`src/rtl/cla_pkg.sv`:
```
// Shared definitions for the sequential carry-lookahead subtractor.
//   sub_state_t : FSM states of cla_sub_seq
//   SLICE_W     : width of one lookahead slice (one slice per RUN cycle)
package cla_pkg;

    typedef enum logic [1:0] {
        IDLE,
        RUN,
        DONE
    } sub_state_t;

    localparam int SLICE_W = 4;

endpackage

```
`src/rtl/sub_nibble_cla.sv`:
```
// 4-bit carry-lookahead adder slice: s = x + y + cin, cout = carry out.
// Ports:
//   x, y  in  4  addend nibbles
//   cin   in  1  carry in
//   s     out 4  sum nibble
//   cout  out 1  carry out
module sub_nibble_cla (
    input  logic [3:0] x,
    input  logic [3:0] y,
    input  logic       cin,
    output logic [3:0] s,
    output logic       cout
);

    logic [3:0] p;
    logic [3:0] g;
    logic [4:0] c;

    assign p = x ^ y;
    assign g = x & y;

    // Carries flattened from the propagate/generate terms so no carry ripples.
    assign c[0] = cin;
    assign c[1] = g[0] | (p[0] & cin);
    assign c[2] = g[1] | (p[1] & g[0]) | (p[1] & p[0] & cin);
    assign c[3] = g[2] | (p[2] & g[1]) | (p[2] & p[1] & g[0])
                | (p[2] & p[1] & p[0] & cin);
    assign c[4] = g[3] | (p[3] & g[2]) | (p[3] & p[2] & g[1])
                | (p[3] & p[2] & p[1] & g[0]) | (p[3] & p[2] & p[1] & p[0] & cin);

    assign s    = p ^ c[3:0];
    assign cout = c[4];

endmodule

```
`src/rtl/cla_sub_seq.sv`:
```
// Multi-cycle subtractor: diff = a - b - bin (mod 2^WIDTH), one 4-bit
// lookahead slice per cycle, LSB nibble first, borrow chained in a register.
// Optional feature macro: SUB_OVF_FLAG_EN (signed overflow flag on ovf).
// Ports:
//   clk, rst             clock, synchronous active-high reset
//   in_valid / in_ready  operand handshake (ready only in IDLE)
//   a, b, bin            minuend, subtrahend, borrow in
//   out_valid / out_ready result handshake (valid only in DONE)
//   diff, bout           difference and borrow out (1 iff a < b + bin)
//   ovf                  signed overflow, tied 0 without SUB_OVF_FLAG_EN
module cla_sub_seq
    import cla_pkg::*;
#(
    parameter int WIDTH = 16
) (
    input  logic             clk,
    input  logic             rst,
    input  logic             in_valid,
    output logic             in_ready,
    input  logic [WIDTH-1:0] a,
    input  logic [WIDTH-1:0] b,
    input  logic             bin,
    output logic             out_valid,
    input  logic             out_ready,
    output logic [WIDTH-1:0] diff,
    output logic             bout,
    output logic             ovf
);

    localparam int NSLICE = WIDTH / SLICE_W;
    localparam int IDXW   = (NSLICE > 1) ? $clog2(NSLICE) : 1;
    localparam logic [IDXW-1:0] LAST = IDXW'(NSLICE - 1);

    if ((WIDTH % SLICE_W) != 0 || WIDTH < SLICE_W) begin : g_width_check
        $error("cla_sub_seq: WIDTH must be a positive multiple of 4");
    end

    sub_state_t       state, state_nx;
    logic [IDXW-1:0]  idx;
    logic [WIDTH-1:0] a_r, b_r, diff_r;
    logic             carry, bout_r;
    logic [3:0]       xn, yn, sn;
    logic             cn;
    logic             accept;

    assign accept = in_valid && (state == IDLE);

    // Subtraction as a + ~b + ~bin: carry register holds the inverted borrow.
    assign xn = a_r[int'(idx)*SLICE_W +: SLICE_W];
    assign yn = ~b_r[int'(idx)*SLICE_W +: SLICE_W];

    sub_nibble_cla u_slice (
        .x    (xn),
        .y    (yn),
        .cin  (carry),
        .s    (sn),
        .cout (cn)
    );

    always_ff @(posedge clk) begin
        if (rst) state <= IDLE;
        else     state <= state_nx;
    end

    always_comb begin
        state_nx = state;
        case (state)
            IDLE:    if (in_valid)    state_nx = RUN;
            RUN:     if (idx == LAST) state_nx = DONE;
            DONE:    if (out_ready)   state_nx = IDLE;
            default: state_nx = IDLE;
        endcase
    end

    always_ff @(posedge clk) begin
        if (rst) begin
            idx    <= '0;
            a_r    <= '0;
            b_r    <= '0;
            diff_r <= '0;
            carry  <= 1'b0;
            bout_r <= 1'b0;
        end else begin
            if (accept) begin
                a_r   <= a;
                b_r   <= b;
                carry <= ~bin;
                idx   <= '0;
            end
            if (state == RUN) begin
                diff_r[int'(idx)*SLICE_W +: SLICE_W] <= sn;
                carry <= cn;
                idx   <= idx + 1'b1;
                if (idx == LAST) bout_r <= ~cn;
            end
        end
    end

`ifdef SUB_OVF_FLAG_EN
    logic ovf_r;

    // Final slice's sum MSB is the result MSB, so the flag registers with bout.
    always_ff @(posedge clk) begin
        if (rst) begin
            ovf_r <= 1'b0;
        end else if (state == RUN && idx == LAST) begin
            ovf_r <= (a_r[WIDTH-1] ^ b_r[WIDTH-1]) & (sn[3] ^ a_r[WIDTH-1]);
        end
    end

    assign ovf = ovf_r;
`else
    assign ovf = 1'b0;
`endif

    assign in_ready  = (state == IDLE);
    assign out_valid = (state == DONE);
    assign diff      = diff_r;
    assign bout      = bout_r;

endmodule

```
`config.mk`:
```
export PLATFORM = sky130hd
export DESIGN_NAME = cla_sub_seq
export DESIGN_NICKNAME = d
export VERILOG_FILES = /design/src/rtl/cla_pkg.sv /design/src/rtl/sub_nibble_cla.sv /design/src/rtl/cla_sub_seq.sv
export SDC_FILE = /design/constraint.sdc
export NUM_CORES = 1
export LEC_CHECK = 0
export BUFFER_PORTS_ARGS = -buffer_cell sky130_fd_sc_hd__buf_4
export CAP_MARGIN = 20
export CELL_PAD_IN_SITES_DETAIL_PLACEMENT = 1
export CELL_PAD_IN_SITES_GLOBAL_PLACEMENT = 2
export CORE_UTILIZATION = 30
export CTS_BUF_LIST = sky130_fd_sc_hd__clkbuf_2
export DETAILED_ROUTE_END_ITERATION = 10
export GPL_TIMING_DRIVEN = 0
export HOLD_SLACK_MARGIN = 0.12
export PLACE_DENSITY = 0.81
export SKIP_LAST_GASP = 1
export SLEW_MARGIN = 20
export SYNTH_ARGS = -nofsm -noshare
export SYNTH_HDL_FRONTEND = slang
export SYNTH_SLANG_ARGS = --single-unit
export TNS_END_PERCENT = 10
```
`constraint.sdc`:
```
create_clock -name clk -period 4.75 [get_ports clk]
set_input_delay 0.7125 -clock clk [delete_from_list [all_inputs] [get_ports clk]]
set_output_delay 0.7125 -clock clk [all_outputs]
set_load 0.02 [all_outputs]
```
# Word level (Yosys, flattened, before mapping)
# Index checks and enable logic that the tools add are counted.
totals:
  input_bits: 37
  regBits: 54
classes:
  eq_ne: 6
  n_reduce_logical: 5
  shifts: 4
  addsub: 2
  muxes: 9
  n_bitwise: 32
ops:
  columns: ["operator", "count"]
  rows:
  - ["$neg 4->33", 1]
  - ["$shift 4x33->16 const A", 1]
  - ["$shiftx 4x33->16", 1]
  - ["$shiftx 16x5->4", 2]
  - ["$and 1x1->1", 16]
  - ["$bwmux 16", 1]
  - ["$mux 2", 5]
  - ["$or 1x1->1", 10]
  - ["$xor 4x4->4", 2]
  - ["$pmux 2 s3", 1]
  - ["$and 4x4->4", 1]
  - ["$eq 2x2->1 const B", 2]
  - ["$ne 2x2->1 const B", 2]
  - ["$not 4->4", 1]
  - ["$reduce_and 3->1", 1]
  - ["$add 2x1->2 const B", 1]
  - ["$eq 2x1->1 const B", 1]
  - ["$logic_not 2->1", 1]
  - ["$mux 1", 2]
  - ["$ne 2x1->1 const B", 1]
  - ["$not 1->1", 2]
  - ["$reduce_and 2->1", 1]
  - ["$reduce_bool 2->1", 1]
  - ["$logic_and 1x1->1", 1]

# Longest topological paths before layout
depth:
  ltp_word: 10
  depth_mapped: 8
  mapped_depth_nobuf: 7

# Cells and area by module
# A second synthesis with hierarchy kept.
hier_totals:
  hier_cells: 288
  hier_area_um2: 2508.7
by_module_without_submodules:
  columns: ["mod", "area_each_um2", "n_inst", "cells_per_inst"]
  rows:
  - ["cla_sub_seq", 2361.0, 1, 271]
  - ["sub_nibble_cla", 147.6, 1, 17]

# Worst setup path before layout
# OpenSTA, ideal clock, no wires.
synth_timing:
  path_kind: "register -> register"
  from: "register idx[0]"
  to: "register diff_r[11] (netlist: diff[11])"
  slack_ns: 2.444
  path_stages_with_launch: 8
  t_arrival_ns: 2.176
  setup_ns: 0.130
  t_required_ns: 4.620
  path_buffers: 1
  cell_sequence: "dfxtp_1 > buf_6 > mux4_2 > ha_1 > o21ai_0 > o21bai_2 > xnor2_1 > o21ai_0"
synth_via:
  elab_chain_len: 10
synth_lines:
  columns: ["item", "line_no", "rtl"]
  rows:
  - ["start: declaration", "cla_sub_seq.sv:39", "logic [IDXW-1:0] idx;"]
  - ["start signal: assignment", "cla_sub_seq.sv:93", "idx <= idx + 1'b1;"]
  - ["$shiftx 16x5->4", "cla_sub_seq.sv:50", "assign yn = ~b_r[int'(idx)*SLICE_W +: SLICE_W];"]
  - ["$not 4->4", "cla_sub_seq.sv:50", null]
  - ["$xor 4x4->4 / $and 4x4->4 (equally long branches)", "sub_nibble_cla.sv:19, sub_nibble_cla.sv:20", null]
  - ["$and 1x1->1 (on tied branches)", "sub_nibble_cla.sv:26, sub_nibble_cla.sv:27", null]
  - ["$or 1x1->1, or another cell as far along", "sub_nibble_cla.sv:26", "assign c[3] = g[2] | (p[2] & g[1]) | (p[2] & p[1] & g[0])"]
  - ["$or 1x1->1 / $and 1x1->1 (equally long branches)", "sub_nibble_cla.sv:26, sub_nibble_cla.sv:27", null]
  - ["$or 1x1->1", "sub_nibble_cla.sv:27", "| (p[2] & p[1] & p[0] & cin);"]
  - ["$xor 4x4->4", "sub_nibble_cla.sv:31", "assign s = p ^ c[3:0];"]
  - ["$shiftx 4x33->16", "cla_sub_seq.sv:91", "diff_r[int'(idx)*SLICE_W +: SLICE_W] <= sn;"]
  - ["$bwmux 16 *", "cla_sub_seq.sv:91", null]
  - ["end signal: indexed assignment", "cla_sub_seq.sv:91", null]
  - ["end: declaration", "cla_sub_seq.sv:40", "logic [WIDTH-1:0] a_r, b_r, diff_r;"]
# Mark *: on every way between the ends. The rest lies on a longest branch, timed or not.
# A chain may end at the register's enable or synchronous reset.

# Worst setup path after layout
layout_timing:
  from: "register idx[1]"
  to: "register diff_r[11] (netlist: diff[11])"
# Same word-level chain as after synthesis.

==> impl_metrics.ini <==
[synthesis]
synthSimpleGateAreaFrac_pct = 22.5
synthXorXnorAreaFrac_pct = 0.696
synth_ff_type = dfxtp_1
synth-edff-count = 0
synth_area_leaders = dfxtp_1, nand2_1, a21oi_1, mux4_2, ha_1
synth_top_family_by_area = simple AND/OR/NAND/NOR gates
synth-compound-area-share_pct = 14.6
synth_fp_nets = 329
synth_area_mm2 = 0.00252
muxShareOfSynthArea_pct = 7.16
synthCells = 281
synth_largest_area_cell = dfxtp_1
synth_cell_types = 40
synth_common_cells = nand2_1, dfxtp_1, a21oi_1, nor2_1
yosysWarnings = 0
avgSynthCellArea_um2 = 8.95
synth_seq_cells = 54
synth_top_area_share_pct = 43.0
yosysMostFrequentCell = nand2_1
async_reset_ff_share_pct = 0
yosysSeqAreaShare_pct = 43.0
synth_fa_ha_area_share_pct = 5.77

[timing]
worst_slack_ns = 1.89
final.min_clock_period_ns = 2.86
hold_viol_final = 0
fin_tns_setup_ns = 0
skew_ns = 0.0295
min_period_over_period_pct = 60.2
rsz0062_at_grt = false
setup_viol = 0
slew_violations = 0
fmax_ghz = 0.350
tightest_slew_ns = 0.661
relSlewSlack_pct = 55.9

[power]
p_int_uw = 604
p_sw_share_pct = 31.5
p_clk_share_pct = 21.3
power.density_mw_per_mm2 = 285
power_frac_comb_pct = 22.9
vdd.ir_drop.worst_uv = 96.8
power.leakage_nw = 1.25
p_switching_uw = 278
seqPwrFrac_pct = 55.8

[placed_design]
dp.cells = 440
gp_congestion = 0.783
post_dp_cell_area_mm2 = 0.00305
dp_hpwl_um = 5150
io_buffers = 54
post-place-ws_ns = 1.93

[cts]
clk_pin_slew_ns = 0.29
ctsHoldBuffers = 0
clock_sinks = 54
cts_root_buf = clkbuf_2
htree_levels = 2
clockBufferDepth = 2
cts_resized = 0
cts_inserted_buffers = 5
post_cts_buffers = 0
clkLatencyLatePin_ns = 0.46
cts_tree = built

[floorplan]
rows = 33
die-area_mm2 = 0.00876
core_mm2 = 0.00818
die_x_um = 93.6
die_h_um = 93.6
start_util_pct = 30.8
ios = 57

[worst_setup_path]
worstPathMaxFanout = 10
cp_slowest_cell = clkbuf_1
cp.required_ns = 5.10
end_kind = register
max_stage_delay_ns = 0.53
startpoint_type = register
cp_cell_sequence = clkbuf_1 > mux4_2 > inv_1 > ha_1 > a211oi_2 > o21bai_2 > xnor2_1 > o21ai_0
cp.arrival_ns = 3.21
crit_type = reg2reg
r2r_slack_ns = 1.89

[finish]
regArea_mm2 = 0.00108
fin_cells = 448
drive_gt1_share_pct = 26.2
final_area_mm2 = 0.00309
area_delta_synth_final_pct = 22.9
final_nets = 390
fillers = 989
fin_util_pct = 37.8
multi_input_area_mm2 = 0.00128
antennaDiodeCount = 0

[global_routing]
grt.overflow.total = 0
grt_usage_pct = 16.7
antenna_found_initial = 0
grt_pass1_vias = 2197
grt_pass1_wl_um = 11100
grt_max_degree = 16

[hold_path]
hp-class = in2reg

[detailed_routing]
wirelength_um = 6650
wl_per_cell_um = 14.8
vias = 2179
vias_per_cell = 4.86
drt_first_pass_iters = 4
ant_nets = 0
drt_iter0_drc = 39
route.detailed.drc = 0

[outcome]
status = finished clean

[run]
max_cap_violations = 0
==> cell type report <==
type                       instances  share of cell area (%)
clock buffer                       6                   0.971
clock inverter                     2                   0.283
buffer                            17                    3.68
tap                              105                    4.25
inverter                          11                    1.34
sequential                        54                    35.0
timing repair buffer              54                    13.1
multi-input combinational        199                    41.4
==> flip-flops by register name (all words and copies together) (netlist names) <==
name and cells:
bout 1, carry 1, diff 16, b_r 16, a_r 16, idx 2
state 2
==> routing by layer <==
layer	vias up	global-route usage (%)	routed length, µm
li1	1080	-	-
met1	1052	20.5	3020
met2	39	29.8	3330
met3	8	2.76	212
met4	0	4.62	85
met5	-	0	0
==> placed cells by master (no fill, tap or decap), types with 3 or more instances in the layout <==
| master | Yosys | routed |
|---|---|---|
| nand3_1 | 9 | 9 |
| clkbuf_2 | 0 | 6 |
| buf_4 | 5 | 59 |
| o31ai_1 | 4 | 4 |
| a21oi_1 | 38 | 38 |
| buf_6 | 4 | 4 |
| dfxtp_1 | 54 | 54 |
| inv_1 | 10 | 10 |
| mux4_2 | 8 | 8 |
| a22oi_1 | 4 | 4 |
| clkbuf_1 | 7 | 7 |
| nor2_1 | 16 | 16 |
| ha_1 | 10 | 10 |
| nand2_1 | 77 | 77 |
| o21ai_0 | 3 | 3 |
==> worst max-delay path: cells and delay by family (launching register included) <==
family	cells	cell delay, ns
compound gates	3	0.60
xor+xnor	1	0.42
fa+ha+maj	1	0.23
buf+inv	2	0.61
mux	1	0.46
flops	1	0.45
==> per-stage QoR <==
| step | hold WS [ns] | total power, mW |
|---|---|---|
| 2_1_floorplan | 0.433 | 0.632 |
| 3_3_place_gp | 0.441 | 0.701 |
| 3_5_place_dp | 0.445 | 0.706 |
| 4_1_cts | 0.440 | 0.892 |
| 6_report | 0.444 | 0.882 |
| 5_1_grt | 0.419 | 0.932 |
==> worst paths after layout <==
path                            start               endpoint  cells after the start
setup / recovery  idx[1]$_SDFFE_PP0P_  diff[11]$_SDFFE_PP0P_                      8
hold / removal                   b[1]    b_r[1]$_SDFFE_PP0P_                      3
setup reg to reg  idx[1]$_SDFFE_PP0P_  diff[11]$_SDFFE_PP0P_                      8
hold reg to reg   a_r[8]$_SDFFE_PP0P_    a_r[8]$_SDFFE_PP0P_                      2
==> kinds of logic after synthesis <==
logic type	after synthesis
XOR/XNOR	2
AND/OR/NAND/NOR	116
other	1
flip-flops	54
adder cells (fa/ha/maj)	11
buffers and inverters	28
multiplexers	8
AO/OA/AOI/OAI	61
==> power groups by stage <==
stage | clock network, mW | logic [mW] | registers [mW]
floorplan | 0 | 0.131 | 0.500
global placement | 0 | 0.201 | 0.500
detailed placement | 0 | 0.206 | 0.501
CTS | 0.194 | 0.206 | 0.493
global route | 0.211 | 0.225 | 0.496
finish | 0.188 | 0.202 | 0.492
No activity file was read; power rests on OpenSTA's default activity.
